--- config.mk ---
export PLATFORM = sky130hd
export DESIGN_NAME = ni_link_rx_flat
export DESIGN_NICKNAME = d
export VERILOG_FILES = /design/src/rtl/ni_link_rx_if.sv /design/src/rtl/ni_link_rx.sv /design/src/flat_wrapper.sv
export SDC_FILE = /design/constraint.sdc
export NUM_CORES = 1
export LEC_CHECK = 0
export BUFFER_PORTS_ARGS = -buffer_cell sky130_fd_sc_hd__buf_2
export CAP_MARGIN = 20
export CORE_MARGIN = 2
export CORE_UTILIZATION = 50
export CTS_CLUSTER_SIZE = 8
export DETAILED_ROUTE_END_ITERATION = 7
export HOLD_SLACK_MARGIN = 0.08
export PLACE_DENSITY = 0.72
export SETUP_SLACK_MARGIN = 0.15
export SKIP_LAST_GASP = 1
export SYNTH_ARGS = -nofsm -noshare
export SYNTH_HDL_FRONTEND = slang
export SYNTH_SLANG_ARGS = --single-unit
--- constraint.sdc ---
create_clock -name clk -period 3.05 [get_ports clk]
set_input_delay 0.61 -clock clk [delete_from_list [all_inputs] [get_ports clk]]
set_output_delay 0.61 -clock clk [all_outputs]
set_load 0.05 [all_outputs]
--- src/rtl/ni_link_rx_if.sv ---
// Link between a sending NI, the channel receive buffer and the receiving NI.
// slave = channel receive block, master = the NIs on either side.
interface ni_link_rx_if #(
    parameter int W = 17
);
    logic         req;
    logic [W-1:0] item_in;
    logic         channel_busy;
    logic [W-1:0] item_out;
    logic         valid;
    logic         busy;
    logic         parity_err;
    logic         overflow;
    logic [15:0]  rx_count;
    logic [7:0]   err_count;

    modport slave (
        input  req, item_in, busy,
        output channel_busy, item_out, valid, parity_err, overflow, rx_count, err_count
    );

    modport master (
        output req, item_in, busy,
        input  channel_busy, item_out, valid, parity_err, overflow, rx_count, err_count
    );
endinterface

--- src/rtl/ni_link_rx.sv ---
// Parity-checking receive FIFO between a sending NI and a receiving NI; packet visible one cycle
// after capture; channel_busy raised at DEPTH-1 so the one in-flight packet still fits.
module ni_link_rx #(
    parameter int HDR_SZ   = 4,
    parameter int PL_SZ    = 8,
    parameter int ADDR_SZ  = 4,
    parameter int DEPTH    = 4,
    parameter bit DROP_BAD = 1'b1
) (
    input  logic        clk,
    input  logic        reset,
    ni_link_rx_if.slave lnk
);
    localparam int W  = HDR_SZ + PL_SZ + ADDR_SZ + 1;
    localparam int AW = $clog2(DEPTH);
    localparam logic [AW:0] FULL_LVL = (AW+1)'(DEPTH);
    localparam logic [AW:0] BUSY_LVL = (AW+1)'(DEPTH - 1);

    logic [W-1:0]  mem_q [DEPTH];
    logic [AW-1:0] wr_ptr_q, wr_ptr_d;
    logic [AW-1:0] rd_ptr_q, rd_ptr_d;
    logic [AW:0]   count_q, count_d;
    logic          parity_err_q, parity_err_d;
    logic          overflow_q, overflow_d;
    logic [15:0]   rx_count_q, rx_count_d;
    logic [7:0]    err_count_q, err_count_d;

    logic good, full, vld, pop, push, bad_in;

    assign good   = (lnk.item_in[W-1] == ^lnk.item_in[W-2:0]);
    assign full   = (count_q == FULL_LVL);
    assign vld    = (count_q != '0);
    assign pop    = vld && !lnk.busy;
    assign bad_in = lnk.req && !good;
    // A pop on the same edge frees the slot, so a push into a full FIFO is legal then.
    assign push   = lnk.req && (good || !DROP_BAD) && (!full || pop);

    always_comb begin
        wr_ptr_d     = wr_ptr_q;
        rd_ptr_d     = rd_ptr_q;
        count_d      = count_q;
        parity_err_d = parity_err_q;
        overflow_d   = overflow_q;
        rx_count_d   = rx_count_q;
        err_count_d  = err_count_q;
        if (push) begin
            wr_ptr_d   = wr_ptr_q + 1'b1;
            rx_count_d = rx_count_q + 16'd1;
        end
        if (pop) rd_ptr_d = rd_ptr_q + 1'b1;
        case ({push, pop})
            2'b10:   count_d = count_q + 1'b1;
            2'b01:   count_d = count_q - 1'b1;
            default: count_d = count_q;
        endcase
        if (bad_in) begin
            parity_err_d = 1'b1;
            if (err_count_q != 8'hFF) err_count_d = err_count_q + 8'd1;
        end
        if (lnk.req && full && !pop) overflow_d = 1'b1;
    end

    always_ff @(posedge clk or posedge reset) begin
        if (reset) begin
            wr_ptr_q     <= '0;
            rd_ptr_q     <= '0;
            count_q      <= '0;
            parity_err_q <= 1'b0;
            overflow_q   <= 1'b0;
            rx_count_q   <= '0;
            err_count_q  <= '0;
        end else begin
            wr_ptr_q     <= wr_ptr_d;
            rd_ptr_q     <= rd_ptr_d;
            count_q      <= count_d;
            parity_err_q <= parity_err_d;
            overflow_q   <= overflow_d;
            rx_count_q   <= rx_count_d;
            err_count_q  <= err_count_d;
        end
    end

    // Storage needs no reset: stale entries are hidden by the pointers and the valid gate.
    always_ff @(posedge clk) begin
        if (push) mem_q[wr_ptr_q] <= lnk.item_in;
    end

    assign lnk.valid        = vld;
    assign lnk.item_out     = vld ? mem_q[rd_ptr_q] : '0;
    assign lnk.channel_busy = (count_q >= BUSY_LVL);
    assign lnk.parity_err   = parity_err_q;
    assign lnk.overflow     = overflow_q;
    assign lnk.rx_count     = rx_count_q;
    assign lnk.err_count    = err_count_q;
endmodule

--- src/flat_wrapper.sv ---
// flat-port wrapper written by rule: the top's interface ports become plain ports
module ni_link_rx_flat 
#(
    parameter int HDR_SZ   = 4,
    parameter int PL_SZ    = 8,
    parameter int ADDR_SZ  = 4,
    parameter int DEPTH    = 4,
    parameter bit DROP_BAD = 1'b1
)
  (clk, reset, lnk_req, lnk_item_in, lnk_busy, lnk_channel_busy, lnk_item_out, lnk_valid, lnk_parity_err, lnk_overflow, lnk_rx_count, lnk_err_count);
  ni_link_rx_if #(.W((17))) lnk_i ();
  input  logic clk;
  input  logic reset;
  input wire logic [$bits(lnk_i.req)-1:0] lnk_req;
  input wire logic [$bits(lnk_i.item_in)-1:0] lnk_item_in;
  input wire logic [$bits(lnk_i.busy)-1:0] lnk_busy;
  output wire logic [$bits(lnk_i.channel_busy)-1:0] lnk_channel_busy;
  output wire logic [$bits(lnk_i.item_out)-1:0] lnk_item_out;
  output wire logic [$bits(lnk_i.valid)-1:0] lnk_valid;
  output wire logic [$bits(lnk_i.parity_err)-1:0] lnk_parity_err;
  output wire logic [$bits(lnk_i.overflow)-1:0] lnk_overflow;
  output wire logic [$bits(lnk_i.rx_count)-1:0] lnk_rx_count;
  output wire logic [$bits(lnk_i.err_count)-1:0] lnk_err_count;
  assign lnk_i.req = lnk_req;
  assign lnk_i.item_in = lnk_item_in;
  assign lnk_i.busy = lnk_busy;
  assign lnk_channel_busy = lnk_i.channel_busy;
  assign lnk_item_out = lnk_i.item_out;
  assign lnk_valid = lnk_i.valid;
  assign lnk_parity_err = lnk_i.parity_err;
  assign lnk_overflow = lnk_i.overflow;
  assign lnk_rx_count = lnk_i.rx_count;
  assign lnk_err_count = lnk_i.err_count;
  ni_link_rx #(.HDR_SZ(HDR_SZ), .PL_SZ(PL_SZ), .ADDR_SZ(ADDR_SZ), .DEPTH(DEPTH), .DROP_BAD(DROP_BAD)) u_core (.clk(clk), .reset(reset), .lnk(lnk_i));
endmodule
==> reports/qor.yml, run 1 <==
layout:
  diodes: 0
  fin_nets: 367
  syn2layout_area_growth_pct: 18.3
  drive_above_1_share: 0.342
  final_core_util: 0.600
timing:
  hold_violations: 0
  fmax_mhz: 370
  rsz0062_at_grt: "false"
  tightest_slew_ps: 417
  finalCritPeriodShare: 0.885
  layout_min_cycle_time_ps: 2700
  slew_viol_final: 0
  holdWs_ps: 320
  setup_viol: 0
  fin_skew_ps: 7.65
  slew_headroom: 0.722
setup_path:
  startpoint_type: "input pin"
  worstSetupPathType: "input pin to register"
  worstPathMaxFanout: 5
  worst_ep_arrival_time_ps: 2990
  worstPathRequired_ps: 3340
  end_kind: "register"
cts:
  htreeDepth: 3
  clk-insertion-delay-late_ps: 350
  cts-root-buf: "clkbuf_8"
  tritoncts: "yes"
  clk_transition_reported_paths_ps: 90
  cts_max_path_buffers: 2
  cts_made_buffers: 9
  cts_sinks: 101
  post_cts_buffers: 0
  holdBufCountCts: 0
  postCtsResizedCells: 0
place:
  place_congestion: 0.702
  dpl.hpwl_um: 4950
  port_buffers: 65
grt:
  grt_pass1_wl_um: 12400
  gr-usage-all-layers: 0.170
  grt_max_degree: 34
  grt_pass1_vias: 2432
  globalRoute.totalOverflow: 0
  antenna_found_initial: 0
synthesis:
  syn_avg_cell_area_sq_um: 16.7
  synth-edff-count: 68
  synth_ff_type: "edfxtp_1"
  synth_fp_nets: 290
  synth_cells: 261
  yosys_warnings: 0
  syn-cell-area_sq_um: 4360
  synth_top_area_frac: 0.469
  synth_area_leaders: "edfxtp_1 47%, dfrtp_1 19%, mux4_2 8.8%, xnor2_1 4.8%, nor2b_1 2.4%"
  yosysSeqAreaShare: 0.658
  synth_top_cell_by_area: "edfxtp_1"
  synthArstFlopShare: 0.327
  ys_seq_elements: 101
  ys_types: 35
detailed_routing:
  drt_wl_total_um: 7500
  vias_per_cell: 5.40
  drc: 0
  drt_iter0_markers: 108
  ant_nets: 0
  num_vias: 2430
  wl_per_cell_um: 16.7
  drt_first_pass_iters: 4
run_status:
  status: "finished, final reports clean"
floorplanning:
  die_h_um: 97.3
  die_w_um: 97.3
  initial_core_util: 0.507
  fp.dieArea_sq_um: 9480
  ioPinCount: 66
  design.core.area_sq_um: 8590
  row_count: 34
job:
  drv_cap: 0
pwr:
  ir_drop_mv: 0.716
  power.density_nw_per_um2: 1070
  p_leak_uw: 0.00206
hold_path:
  hold_class: "input pin to asynchronous set/reset pin"
## routing by layer
metal | global-route usage | wire, um
met2 | 0.288 | 3870
met1 | 0.216 | 3110
met3 | 0.0482 | 453
met5 | 0 | 0
met4 | 0.0481 | 72
## synth_stat cells, types with 4 or more instances
cell type,number
nand3_1,9
buf_2,4
ha_1,7
xnor2_1,24
mux4_2,17
edfxtp_1,68
nand4_1,8
and2_1,6
xnor3_1,4
nor2b_1,17
inv_1,10
and3_1,6
and4_1,5
dfrtp_1,33
nor2_1,4
xor2_1,10
## sequential cells by signal, summed over array words and instances (netlist names)
register	count
u_core.count_q	3
u_core.lnk.err_count	8
u_core.lnk.overflow	1
u_core.lnk.parity_err	1
u_core.lnk.rx_count	16
u_core.mem_q	68
u_core.rd_ptr_q	2
u_core.wr_ptr_q	2
## cell usage in the layout (no fill, tap or decap), types with 8 or more instances in the layout
master,netlist,final
xnor2_1,24,24
nand4_1,8,8
clkbuf_8,0,9
xor2_1,10,10
dfrtp_1,33,33
nand3_1,9,9
buf_2,4,65
inv_1,10,8
edfxtp_1,68,68
mux4_2,17,17
nor2b_1,17,17
## critical path, stage by stage
cell and delay [ps]:
buf_2 130, xnor2_1 240, xnor3_1 440, xnor3_1 390, and3_1 200, inv_4 60, ha_4 130, inv_2 30
fa_2 320, xor2_1 150, nor2_1 140, xor2_1 150
## cells by family after synthesis
kind of cell               synth area share
xor gates and xnor gates             0.0890
AOI/OAI and AO/OA                    0.0121
and+or+nand+nor                      0.0948
DFF                                   0.658
buffers and inverters                0.0192
muxes                                 0.102
adders and majority gates            0.0247
## final timing paths
path,start,slack (ps),cells after the start,end
setup / recovery,lnk_item_in[8],350,12,u_core.count_q[2]
hold / removal,reset,320,3,u_core.lnk.err_count[0]
setup reg to reg,u_core.count_q[0],910,9,u_core.count_q[2]
hold reg to reg,u_core.lnk.overflow,480,1,u_core.lnk.overflow
max in group asynchronous,reset,2420,3,u_core.rd_ptr_q[1]
min in group clk,u_core.lnk.overflow,480,1,u_core.lnk.overflow
## cell type report
class,count,area [sq um]
Clock buffer,9,124
Clock inverter,6,113
Fill cell,656,3440
Inverter,10,40.0
Multi-Input combinational cell,141,1430
Sequential cell,101,2870
Tap cell,108,135
Timing Repair Buffer,75,450
## per-stage QoR
| stage | std cells | TNS [ps] | cell area [sq um] | setup slack, ps | power, uW |
|---|---|---|---|---|---|
| floorplan | 261 | 0 | 4370 | 139 | 3970 |
| global placement | 435 | 0 | 4920 | 39.2 | 4550 |
| detailed placement | 435 | -62.9 | 4920 | -62.9 | 4600 |
| CTS | 450 | 0 | 5150 | 331 | 5580 |
| global route | 450 | 0 | 5150 | 238 | 5800 |
| finish | 450 | 0 | 5150 | 350 | 5520 |
## report_power, final
group | switching [uW] | internal, uW | leakage [uW]
logic | 1710 | 869 | 0.000916
registers | 182 | 1770 | 0.00103
clock network | 436 | 542 | 0.000119
total | 2330 | 3180 | 0.00206
(Power assumes the default switching activity.)
==> run 2, diff against run 1 <==
==> constraint.sdc (replaced) <==
create_clock -name clk -period 3.05 [get_ports clk]
set_input_delay 0 -clock clk [delete_from_list [all_inputs] [get_ports clk]]
set_output_delay 0 -clock clk [all_outputs]
set_load 0.05 [all_outputs]
==> reports/qor.yml, run 2 (synthesized netlist as in run 1, its figures left out) <==
layout:
  final_common_cell: "edfxtp_1"
  largest_register_ffs: 68
  final_cells: 470
  finalInstanceArea_sq_um: 5240
  fin_nets: 386
  syn2layout_area_growth_pct: 20.4
  regMostFlops: "u_core.mem_q"
  nFillCells: 662
  drive_above_1_share: 0.312
  diodes: 0
  final_cell_mix: "68 x edfxtp_1, 65 x buf_2, 33 x dfrtp_1"
  final_core_util: 0.610
setup_path:
  worstPathRequired_ps: 3330
  crit_path_max_incr_delay_ps: 520
  path_cells: "dlygate4sd3_1 > buf_2 > xnor3_1 > xnor3_1 > xnor3_1 > and3_1 > inv_1 > ha_2 > inv_1 > fa_1 > xor2_1 > nor2_1 > xor2_1"
  r2r-start: "u_core.count_q[0]"
  worstRegToRegCells: 9
  path_common_cell: "xnor3_1"
  worstSetupPathType: "input pin to register"
  startpoint_type: "input pin"
  timing.rr.end: "u_core.count_q[2]"
  worstPathMaxFanout: 5
  regToRegSetupSlack_ps: 790
  worst_ep_arrival_time_ps: 3030
  end_kind: "register"
  cpMaxStageDelayCell: "dlygate4sd3_1"
timing:
  setup_viol: 0
  fmax_mhz: 365
  hold_violations: 0
  tightest_slew_ps: 850
  holdWs_ps: 265
  tns_ps: 0
  slew_viol_final: 0
  layout_min_cycle_time_ps: 2740
  slew_headroom: 0.434
  finalCritPeriodShare: 0.899
  rsz0062_at_grt: "false"
  fin_skew_ps: 6.81
place:
  port_buffers: 65
  dpl.cell_count: 434
  place_congestion: 0.794
  dpl_cell_area_sq_um: 4840
  dpl.hpwl_um: 4930
cts:
  post_cts_buffers: 0
  cts_made_buffers: 9
  clk-insertion-delay-late_ps: 360
  cts-root-buf: "clkbuf_8"
  cts_max_path_buffers: 2
  tritoncts: "yes"
  clk_transition_reported_paths_ps: 90
  cts_sinks: 101
  htreeDepth: 3
detailed_routing:
  drt_wl_total_um: 7830
  wl_per_cell_um: 16.7
  ant_nets: 0
  drt_iter0_markers: 60
  drt_first_pass_iters: 4
  drc: 0
  vias_per_cell: 5.25
  num_vias: 2467
grt:
  grt_max_degree: 34
  antenna_found_initial: 0
  grt_pass1_vias: 2490
  grt_pass1_wl_um: 12600
  globalRoute.totalOverflow: 0
  gr-usage-all-layers: 0.172
floorplanning:
  initial_core_util: 0.507
  ioPinCount: 66
  die_w_um: 97.3
  design.core.area_sq_um: 8590
  fp.dieArea_sq_um: 9480
  die_h_um: 97.3
  row_count: 34
job:
  drv_cap: 0
hold_path:
  hold_class: "input pin to asynchronous set/reset pin"
run_status:
  status: "finished, final reports clean"
pwr:
  p_leak_uw: 0.00211
  power.density_nw_per_um2: 1010
  ir_drop_mv: 0.655
-- run 2: changes by cell type in the layout (fill, tap and decap cells not counted), moves of 2 or more --
cell           previous run  this run
buf_4                     6         9
inv_1                     8        10
buf_12                    4         0
clkinv_4                  2         0
dlygate4sd3_1             0        20
clkbuf_1                  0         2
bufinv_16                 3         1
clkinvlp_4                0         2
-- run 2: timing repair --
| item | 4_1_cts | 5_1_grt |
|---|---|---|
| resized for setup | 0 | 2 |
| hold endpoints to repair | 113 | 0 |
| endpoints found under the setup margin | 0 | 1 |
| hold buffers | 20 | 0 |
-- run 2: metal layers --
| layer | global-route usage | up-vias | share of wire |
|---|---|---|---|
| li1 | - | 1160 | - |
| met1 | 0.228 | 1233 | 0.43 |
| met2 | 0.286 | 60 | 0.51 |
| met3 | 0.0317 | 14 | 0.039 |
| met4 | 0.0694 | 0 | 0.019 |
| met5 | 0 | - | 0 |
-- run 2: final cells by class --
cell class                 instances  area [sq um]  share of cell area
clock inverter                     5          58.8              0.0112
inverter                          10          37.5             0.00716
tap                              108           135              0.0258
multi-input combinational        141          1420               0.271
timing repair buffer              94           593               0.113
sequential                       101          2870               0.547
clock buffer                      11           131              0.0251
-- run 2: stage by stage --
step | power, uW | worst slack, ps
3_5_place_dp | 4520 | 482
2_1_floorplan | 3950 | 587
5_1_grt | 5590 | 148
3_3_place_gp | 4480 | 539
6_report | 5310 | 309
4_1_cts | 5370 | 305
-- run 2: how the worst max path moves through the flow --
stage / from / to / slack [ps] / cells past startpoint
floorplan: lnk_item_in[12] / u_core.count_q[2] / 590 / 12
detailed placement: lnk_item_in[12] / u_core.count_q[2] / 480 / 12
CTS: lnk_item_in[12] / u_core.count_q[2] / 300 / 13
global route: lnk_item_in[12] / u_core.count_q[2] / 150 / 13
finish: lnk_item_in[12] / u_core.count_q[2] / 310 / 13
global placement: lnk_item_in[12] / u_core.count_q[2] / 540 / 12
-- run 2: where the power goes --
part           switching, uW  internal, uW  total [uW]  leakage (uW)
Sequential               224          1770        2000       0.00103
Clock                    438           382         820     0.0000899
Combinational           1650           836        2490      0.000988
Total                   2320          2990        5310       0.00211
-- run 2: critical path, delay by kind of cell --
kind | cells | cell delay [ps]
xor gates and xnor gates | 5 | 1310
adders and majority gates | 2 | 620
buffers and inverters | 4 | 790
and+or+nand+nor | 2 | 300
